### config.mk
export PLATFORM = sky130hd
export DESIGN_NAME = pll_reconf_seq
export DESIGN_NICKNAME = d
export VERILOG_FILES = /design/src/rtl/pll_reconf_pkg.sv /design/src/rtl/lock_qual.sv /design/src/rtl/pll_reconf_seq.sv
export SDC_FILE = /design/constraint.sdc
export NUM_CORES = 1
export LEC_CHECK = 0
export ABC_AREA = 1
export CORE_AREA = 2 2 89 91
export CTS_CLUSTER_DIAMETER = 60
export CTS_CLUSTER_SIZE = 10
export DETAILED_ROUTE_END_ITERATION = 12
export DIE_AREA = 0 0 91 93
export GPL_ROUTABILITY_DRIVEN = 0
export GPL_TIMING_DRIVEN = 0
export PLACE_DENSITY = 0.84
export SKIP_LAST_GASP = 1
export SLEW_MARGIN = 30
export SYNTH_ARGS = -nofsm -noshare
export SYNTH_HDL_FRONTEND = slang
export SYNTH_HIERARCHICAL = 1
export SYNTH_SLANG_ARGS = --single-unit
### constraint.sdc
create_clock -name CLK -period 2.8 [get_ports CLK]
set_input_delay 0.84 -clock CLK [delete_from_list [all_inputs] [get_ports CLK]]
set_output_delay 0.84 -clock CLK [all_outputs]
set_load 0.02 [all_outputs]
### src/rtl/pll_reconf_pkg.sv
// rtl/pll_reconf_pkg.sv - shared types and constants for the PLL reconfiguration sequencer
package pll_reconf_pkg;

  typedef enum logic [2:0] {
    ST_BOOT  = 3'd0,
    ST_IDLE  = 3'd1,
    ST_RSTP  = 3'd2,
    ST_FETCH = 3'd3,
    ST_RD    = 3'd4,
    ST_WR    = 3'd5,
    ST_REL   = 3'd6,
    ST_WLOCK = 3'd7
  } state_e;

  // Table entry layout: {drp_addr[4:0], keep_mask[15:0], set_value[15:0]}
  localparam int TBL_W     = 37;
  localparam int ADDR_LSB  = 32;
  localparam int MASK_LSB  = 16;
  localparam int VAL_LSB   = 0;

  // Consecutive synchronised-high cycles required before lock is trusted
  localparam int LOCK_QUAL = 8;

  // Read-modify-write merge: keep the masked bits of the current value, OR in the new ones
  function automatic logic [15:0] rmw(input logic [15:0] rd_val,
                                      input logic [15:0] keep,
                                      input logic [15:0] set_val);
    return (rd_val & keep) | set_val;
  endfunction

endpackage

### src/rtl/lock_qual.sv
// rtl/lock_qual.sv - PLL lock synchroniser and consecutive-cycle qualifier
module lock_qual
  import pll_reconf_pkg::*;
(
  input  logic clk,
  input  logic rstx,
  input  logic locked,
  input  logic qual_en,
  output logic lock_ok
);

  localparam int CW = $clog2(LOCK_QUAL + 1);

  logic          sync1_q, sync1_d;
  logic          sync2_q, sync2_d;
  logic [CW-1:0] cnt_q, cnt_d;
  logic          ok_q, ok_d;

  // Count synchronised-high cycles while qualification is enabled; any low sample restarts it
  always_comb begin
    sync1_d = locked;
    sync2_d = sync1_q;
    cnt_d   = '0;
    ok_d    = 1'b0;
    if (qual_en && sync2_q) begin
      cnt_d = (cnt_q == CW'(LOCK_QUAL)) ? cnt_q : cnt_q + CW'(1);
      ok_d  = (cnt_q >= CW'(LOCK_QUAL - 1));
    end
  end

  // Synchroniser and qualifier registers
  always_ff @(posedge clk) begin
    if (!rstx) begin
      sync1_q <= 1'b0;
      sync2_q <= 1'b0;
      cnt_q   <= '0;
      ok_q    <= 1'b0;
    end else begin
      sync1_q <= sync1_d;
      sync2_q <= sync2_d;
      cnt_q   <= cnt_d;
      ok_q    <= ok_d;
    end
  end

  assign lock_ok = ok_q;

endmodule

### src/rtl/pll_reconf_seq.sv
// rtl/pll_reconf_seq.sv - table-driven PLL DRP reconfiguration sequencer with lock wait and retry
module pll_reconf_seq
  import pll_reconf_pkg::*;
#(
  parameter int NCFG     = 4,
  parameter int NREG     = 23,
  parameter int INIT_CFG = 0,
  parameter int RST_CYC  = 16,
  parameter int DRDY_TO  = 64,
  parameter int LOCK_TO  = 65536,
  parameter int RETRY    = 2,
  localparam int AW = (NCFG > 1) ? $clog2(NCFG) : 1,
  localparam int IW = (NREG > 1) ? $clog2(NREG) : 1
) (
  input  logic              CLK,
  input  logic              RSTX,
  input  logic [AW-1:0]     CFG_SEL,
  input  logic              CFG_REQ,
  output logic              CFG_BUSY,
  output logic              CFG_DONE,
  output logic              CFG_ERR,
  output logic [AW+IW-1:0]  TBL_ADDR,
  input  logic [TBL_W-1:0]  TBL_DATA,
  output logic [4:0]        DADDR,
  output logic [15:0]       DI,
  input  logic [15:0]       DO,
  output logic              DEN,
  output logic              DWE,
  input  logic              DRDY,
  input  logic              LOCKED,
  output logic              RST_PLL,
  output logic              LOCK_OK
);

  // One shared timer serves the reset hold, DRDY watchdog and lock watchdog
  localparam int TMAX = (LOCK_TO > DRDY_TO) ? ((LOCK_TO > RST_CYC) ? LOCK_TO : RST_CYC)
                                            : ((DRDY_TO > RST_CYC) ? DRDY_TO : RST_CYC);
  localparam int TW = $clog2(TMAX + 1);
  localparam int RW = (RETRY > 0) ? $clog2(RETRY + 1) : 1;

  localparam logic [TW-1:0] RST_LAST  = TW'(RST_CYC - 1);
  localparam logic [TW-1:0] DRDY_LAST = TW'(DRDY_TO - 1);
  localparam logic [TW-1:0] LOCK_LAST = TW'(LOCK_TO - 1);
  localparam logic [IW-1:0] IDX_LAST  = IW'(NREG - 1);
  localparam logic [RW-1:0] RETRY_MAX = RW'(RETRY);

  state_e            state_q, state_d;
  logic [AW-1:0]     cfg_q, cfg_d;
  logic [IW-1:0]     idx_q, idx_d;
  logic [TW-1:0]     tmr_q, tmr_d, tmr_inc;
  logic [RW-1:0]     retry_q, retry_d;
  logic              ph_q, ph_d;
  logic [AW+IW-1:0]  tbl_addr_q, tbl_addr_d;
  logic [4:0]        daddr_q, daddr_d;
  logic [15:0]       di_q, di_d;
  logic              den_q, den_d;
  logic              dwe_q, dwe_d;
  logic              rst_pll_q, rst_pll_d;
  logic              busy_q, busy_d;
  logic              done_q, done_d;
  logic              err_q, err_d;
  logic              qual_en;
  logic              lock_ok;

  assign qual_en = (state_q == ST_WLOCK) || (state_q == ST_IDLE);

  lock_qual u_lock_qual (
    .clk     (CLK),
    .rstx    (RSTX),
    .locked  (LOCKED),
    .qual_en (qual_en),
    .lock_ok (lock_ok)
  );

  // Sequencer next-state: DEN/DWE/DONE default low so each is a single-cycle pulse
  always_comb begin
    state_d    = state_q;
    cfg_d      = cfg_q;
    idx_d      = idx_q;
    tmr_d      = tmr_q;
    retry_d    = retry_q;
    ph_d       = ph_q;
    tbl_addr_d = tbl_addr_q;
    daddr_d    = daddr_q;
    di_d       = di_q;
    den_d      = 1'b0;
    dwe_d      = 1'b0;
    rst_pll_d  = rst_pll_q;
    done_d     = 1'b0;
    err_d      = err_q;
    tmr_inc    = (tmr_q == {TW{1'b1}}) ? tmr_q : tmr_q + TW'(1);

    case (state_q)
      ST_BOOT: begin
        state_d   = ST_RSTP;
        rst_pll_d = 1'b1;
        idx_d     = '0;
        tmr_d     = '0;
      end
      ST_IDLE: begin
        if (CFG_REQ) begin
          if ({1'b0, CFG_SEL} >= (AW+1)'(NCFG)) begin
            err_d = 1'b1;
          end else begin
            cfg_d     = CFG_SEL;
            err_d     = 1'b0;
            retry_d   = '0;
            state_d   = ST_RSTP;
            rst_pll_d = 1'b1;
            idx_d     = '0;
            tmr_d     = '0;
          end
        end
      end
      ST_RSTP: begin
        if (tmr_q >= RST_LAST) begin
          state_d    = ST_FETCH;
          tbl_addr_d = {cfg_q, idx_q};
          ph_d       = 1'b0;
        end else begin
          tmr_d = tmr_inc;
        end
      end
      ST_FETCH: begin
        // First cycle presents the address, second lets the external ROM return data
        if (!ph_q) begin
          ph_d = 1'b1;
        end else begin
          state_d = ST_RD;
          den_d   = 1'b1;
          daddr_d = TBL_DATA[ADDR_LSB +: 5];
          tmr_d   = '0;
        end
      end
      ST_RD: begin
        if (DRDY) begin
          state_d = ST_WR;
          den_d   = 1'b1;
          dwe_d   = 1'b1;
          di_d    = rmw(DO, TBL_DATA[MASK_LSB +: 16], TBL_DATA[VAL_LSB +: 16]);
          tmr_d   = '0;
        end else if (tmr_q >= DRDY_LAST) begin
          err_d     = 1'b1;
          rst_pll_d = 1'b1;
          state_d   = ST_IDLE;
        end else begin
          tmr_d = tmr_inc;
        end
      end
      ST_WR: begin
        if (DRDY) begin
          if (idx_q >= IDX_LAST) begin
            state_d   = ST_REL;
            rst_pll_d = 1'b0;
          end else begin
            idx_d      = idx_q + IW'(1);
            tbl_addr_d = {cfg_q, idx_q + IW'(1)};
            ph_d       = 1'b0;
            state_d    = ST_FETCH;
          end
        end else if (tmr_q >= DRDY_LAST) begin
          err_d     = 1'b1;
          rst_pll_d = 1'b1;
          state_d   = ST_IDLE;
        end else begin
          tmr_d = tmr_inc;
        end
      end
      ST_REL: begin
        state_d = ST_WLOCK;
        tmr_d   = '0;
      end
      ST_WLOCK: begin
        if (lock_ok) begin
          done_d  = 1'b1;
          state_d = ST_IDLE;
        end else if (tmr_q >= LOCK_LAST) begin
          rst_pll_d = 1'b1;
          if (retry_q < RETRY_MAX) begin
            retry_d = retry_q + RW'(1);
            state_d = ST_RSTP;
            idx_d   = '0;
            tmr_d   = '0;
          end else begin
            err_d   = 1'b1;
            state_d = ST_IDLE;
          end
        end else begin
          tmr_d = tmr_inc;
        end
      end
      default: state_d = ST_BOOT;
    endcase

    busy_d = (state_d != ST_IDLE);
  end

  // Sequencer state and registered outputs
  always_ff @(posedge CLK) begin
    if (!RSTX) begin
      state_q    <= ST_BOOT;
      cfg_q      <= AW'(INIT_CFG);
      idx_q      <= '0;
      tmr_q      <= '0;
      retry_q    <= '0;
      ph_q       <= 1'b0;
      tbl_addr_q <= '0;
      daddr_q    <= '0;
      di_q       <= '0;
      den_q      <= 1'b0;
      dwe_q      <= 1'b0;
      rst_pll_q  <= 1'b1;
      busy_q     <= 1'b0;
      done_q     <= 1'b0;
      err_q      <= 1'b0;
    end else begin
      state_q    <= state_d;
      cfg_q      <= cfg_d;
      idx_q      <= idx_d;
      tmr_q      <= tmr_d;
      retry_q    <= retry_d;
      ph_q       <= ph_d;
      tbl_addr_q <= tbl_addr_d;
      daddr_q    <= daddr_d;
      di_q       <= di_d;
      den_q      <= den_d;
      dwe_q      <= dwe_d;
      rst_pll_q  <= rst_pll_d;
      busy_q     <= busy_d;
      done_q     <= done_d;
      err_q      <= err_d;
    end
  end

  assign CFG_BUSY = busy_q;
  assign CFG_DONE = done_q;
  assign CFG_ERR  = err_q;
  assign TBL_ADDR = tbl_addr_q;
  assign DADDR    = daddr_q;
  assign DI       = di_q;
  assign DEN      = den_q;
  assign DWE      = dwe_q;
  assign RST_PLL  = rst_pll_q;
  assign LOCK_OK  = lock_ok;

endmodule

Word level (Yosys, flattened, before mapping)
Cells that the tools add are included.
{ "word_totals": {"ff_bits": 71, "latchBits": 0, "ramBits": 0, "mem_bits_ro": 0, "inputBits": 60, "output_inout_bits": 35, "n_memories": 0} }
{ "classes": {"addsub": 4, "n_mul": 0, "div": 0, "n_lt_le_gt_ge": 6, "eq_ne": 26, "n_shift": 0, "mux": 61, "n_bitwise": 2, "n_reduce_logical": 24} }
{ "op_table": {"columns": ["cell", "n"], "rows": [
  ["17-bit two-way mux", 10],
  ["17-bit one-hot mux with 7 select lines", 1],
  ["5-bit two-way mux", 6],
  ["3-bit two-way mux", 9],
  ["3-bit one-hot mux with 8 select lines", 1],
  ["2-bit inequality test (second input constant)", 11],
  ["7-bit two-way mux", 3],
  ["5-bit one-hot mux with 4 select lines", 1],
  ["1-bit two-way mux", 19],
  ["17-bit by 1-bit adder with 17-bit output (second input constant)", 1],
  ["17-bit == test (second input constant)", 1],
  ["17-bit by 16-bit greater-or-equal comparator with 1-bit output (second input constant)", 1],
  ["17-bit by 4-bit greater-or-equal comparator with 1-bit output (second input constant)", 1],
  ["17-bit by 6-bit greater-or-equal comparator with 1-bit output (second input constant)", 1],
  ["16-bit AND", 1],
  ["16-bit OR", 1],
  ["7-bit one-hot mux with 2 select lines", 1],
  ["7-bit AND reduction", 2],
  ["3-bit == test (second input constant)", 4],
  ["2-bit AND reduction", 6],
  ["6-bit AND reduction", 2],
  ["2-bit two-way mux", 5],
  ["4-bit AND reduction", 2],
  ["3-bit by 2-bit == test with 1-bit output (second input constant)", 2],
  ["25 further kinds", 31]
]} }

Logic depth before layout (Yosys ltp)
{ "depth": {"ltp_word": 6, "mapped_depth": 14, "ltp_nobuf": 13} }

Modules after synthesis
The synthesis kept the hierarchy.
{ "by_module_without_submodules": {"columns": ["mod", "n_inst", "cells_each", "area_per_inst_um2", "seq_area_each_um2"], "rows": [
  ["pll_reconf_seq", 1, 576, 3632.2, 1281.2],
  ["lock_qual", 1, 40, 295.3, 140.1]
]} }

Worst setup path before layout
No wires, ideal clock.
{ "synth_timing": {"path_type": "input -> register", "startpoint": "input port DRDY", "endpoint": "register tmr_q[1]", "setup_ns": 0.072, "t_arrival_ns": 1.790, "required_ns": 2.728, "slack_ns": 0.938, "path_stages": 9, "n_path_buf": 0, "path_cell_list": "inv_1 > nand2_1 > o21ai_4 > nand2_4 > nand2_1 > nand2_1 > nand2_1 > nand3_1 > a21oi_1"} }
{ "synth_via": {"elab_chain_len": 2} }
{ "synth_lines": {"columns": ["item", "line_no", "source"], "rows": [
  ["start, declared", "pll_reconf_seq.sv:29", "input logic DRDY,"],
  ["17-bit two-way mux / 2-bit inequality test (equally long branches)", null, null],
  ["17-bit one-hot mux with 7 select lines / 6-bit AND reduction (equally long branches)", null, null],
  ["end signal, assigned", "pll_reconf_seq.sv:220", "tmr_q <= tmr_d;"],
  ["end, declared", "pll_reconf_seq.sv:50", "logic [TW-1:0] tmr_q, tmr_d, tmr_inc;"]
]} }
Several ways; a longest one is shown, not always the timed one.
A chain may end at the register's enable or synchronous reset.

Worst setup path in the final report
{ "layout_timing": {"startpoint": "input port DRDY", "endpoint": "register idx_q[0]"} }
{ "layout_via": {"elab_chain_len": 2} }
{ "layout_lines": {"columns": ["item", "line_no", "source"], "rows": [
  ["2-bit inequality test (no source line)", null, null],
  ["7-bit AND reduction (no source line)", null, null],
  ["end signal, assigned", "pll_reconf_seq.sv:219", "idx_q <= idx_d;"],
  ["end, declared", "pll_reconf_seq.sv:49", "logic [IW-1:0] idx_q, idx_d;"]
]} }
No other way between the ends.

==> impl_metrics.toml <==
[clock_tree]
cts_tree = "yes"
clock_sinks = 71
cts_hold_buf = 0
worstSkewPairLatency_ns = 0.35
cts_buffers = 9
h-tree-depth = 3
clockBufferDepth = 2
cts_root_buf = "clkbuf_8"
postCtsSetupBuffers = 0
cts_resized = 0
cts.clk_slew.worst_paths_ns = 0.08

[hold_path]
hold_start = "u_lock_qual/sync1_q"
hold_path.class = "reg2reg"
holdPathEnd = "u_lock_qual/sync2_q"
hold_depth = 2

[layout]
nets = 787
layout_commonest_cell = "nand2_1"
most-common-layout-cells = "nand2_1, nor2_1, clkdlybuf4s50_1"
post_layout_nonfiller_instances = 828
drive_gt1_share_pct = 7.300
final.fill_count = 669
antennaDiodeCount = 0
area_growth_pct = 32.49

[routing]
wl_um = 11260
first_iter_violations = 303
drc = 0
vias = 4413
ant_nets = 0
vias_per_cell = 5.330
wl_per_cell_um = 13.60
drt_pre_antenna_iters = 5

[synth]
avgSynthCellArea_sq_um = 6.376
synth-simple-area-share_pct = 38.04
ys_async_sr_fraction_pct = 0
synthesis.area_sq_um = 3928
synth_fa_ha_area_share_pct = 1.911
synth-seq-cells = 71
yosys_warnings = 6
synth_edf_count = 0
synth_top_family_by_area = "simple AND/OR/NAND/NOR gates"
post_synth_inst_count = 616
synthXorXnorAreaFrac_pct = 0.2230
yosysSeqAreaShare_pct = 36.19
synth_cell_type_count = 35
synthMuxAreaShare_pct = 0
ys.flop_type = "dfxtp_1"
synth_compound_area_share_pct = 14.88
synth_nets = 682

[sta]
final.period_utilization_pct = 87.80
tightest_slew_ns = 0.5382
hold_violations = 0
fmax_ghz = 0.4068
drv_slew = 0
finalSetupTns_ns = 0
slew_headroom_pct = 64.12
finalCriticalPeriod_ns = 2.458
rsz0062_at_grt = "false"
final-setup-viol-count = 0
hold_ws_ns = 0.4205
skew_ns = 0.01454

[setup_path]
cp_max_fo = 5
worstPathRequired_ns = 3.09
r2r-end = "tmr_q[9]"
endpoint_kind = "flip-flop"
critPathKind = "in2reg"
worst-r2r-cell-count = 11
worst_setup_path_start_kind = "input port"
rr_startpoint = "tmr_q[1]"
arrival_ns = 2.75
reg2reg_slack_ns = 0.50

[pwr]
p_per_area_nw_per_um2 = 456.0
leakage_nw = 2.196
vdd_drop_max_mv = 0.3892

[grt]
grt_usage_pct = 26.11
grt_max_degree = 13
grt.overflow.total = 0
antenna_found_initial = 0
grt_pass1_wl_um = 18290
first_global_vias = 4145

[placement]
portBuffers = 94
dp_cells = 812
post-dp-hpwl_um = 8537

[floorplan]
ios = 95
fp.coreArea_sq_um = 7527
row_count = 32
die_h_um = 93
initial_core_util_pct = 52.18
dieArea_sq_um = 8463
die_w_um = 91

[outcome]
status = "completed"

[run]
cap_violations = 0
==> worst max-delay path, cell delays in order <==
cell and delay [ns]:
clkdlybuf4s50_1 0.57, inv_1 0.13, a21oi_1 0.23, nor2_1 0.09
nor4_2 0.34, nand2_1 0.21, inv_1 0.17, nor2_1 0.06
nor2_1 0.09
==> power breakdown <==
group | internal, mW | switching, mW
sequential | 1.05 | 0.0328
clock | 0.458 | 0.397
combinational | 0.193 | 0.247
==> routing by layer <==
layer  part of all wire [%]  GRT usage (%)
met3                    6.7          5.318
met1                     42          30.60
met4                    2.4          10.73
met2                     49          46.60
met5                      0              0
==> worst max-delay path by stage <==
stage | start | end | slack, ns
3_5_place_dp | DRDY | idx_q[0] | 0.05
3_3_place_gp | DRDY | idx_q[0] | 0.08
2_1_floorplan | DRDY | tmr_q[1] | 0.94
5_1_grt | DRDY | idx_q[2] | 0.18
6_report | DRDY | idx_q[0] | 0.34
4_1_cts | DRDY | idx_q[1] | 0.42
==> stage by stage <==
step | utilization, % | power [mW] | instance area (sq um) | setup slack, ns
after detailed placement | 66.37 | 1.533 | 4996 | 0.05238
final | 69.13 | 2.373 | 5204 | 0.3417
after global routing | 69.13 | 2.468 | 5204 | 0.1819
after global placement | 66.37 | 1.518 | 4996 | 0.08363
after CTS | 69.13 | 2.377 | 5204 | 0.4152
after floorplan | - | 1.344 | 3928 | 0.9381
==> Yosys cell counts (5+ instances only) <==
| cell | count | area share (%) |
|---|---|---|
| inv_1 | 61 | 5.8 |
| nand4_1 | 11 | 1.8 |
| clkbuf_1 | 7 | 0.67 |
| a21oi_1 | 72 | 9.2 |
| inv_2 | 5 | 0.48 |
| dfxtp_1 | 71 | 36 |
| buf_2 | 5 | 0.64 |
| ha_1 | 6 | 1.9 |
| nor2_1 | 104 | 9.9 |
| nand3_1 | 47 | 6.0 |
| o21ai_0 | 25 | 3.2 |
| a31oi_1 | 5 | 0.80 |
| nor3_1 | 7 | 0.89 |
| nand2_1 | 155 | 15 |
==> final cells by class <==
| type | count | area (sq um) | area share [%] |
|---|---|---|---|
| buffer | 17 | 92.59 | 1.779 |
| sequential | 71 | 1421 | 27.31 |
| clock inverter | 5 | 56.30 | 1.082 |
| clock buffer | 11 | 151.4 | 2.909 |
| multi-input combinational | 461 | 2162 | 41.55 |
| inverter | 67 | 251.5 | 4.833 |
| timing repair buffer | 94 | 940.9 | 18.08 |
| tap | 102 | 127.6 | 2.453 |
==> state kept, by name, summed over array words and instances, names as in the netlist, 3 cells and up <==
| register | flops |
|---|---|
| state_q | 3 |
| DADDR | 5 |
| idx_q | 5 |
| DI | 16 |
| TBL_ADDR | 7 |
| tmr_q | 17 |
| u_lock_qual/cnt_q | 4 |
==> kinds of logic (layout without fill, tap and decap cells) <==
| kind of cell | Yosys count | count (layout) |
|---|---|---|
| AND/OR/NAND/NOR | 345 | 345 |
| adder cells (fa/ha/maj) | 6 | 6 |
| XOR/XNOR | 1 | 1 |
| AO/OA/AOI/OAI | 109 | 109 |
| buffers and inverters | 84 | 194 |
| flip-flops | 71 | 71 |
(Power assumes the default switching activity.)
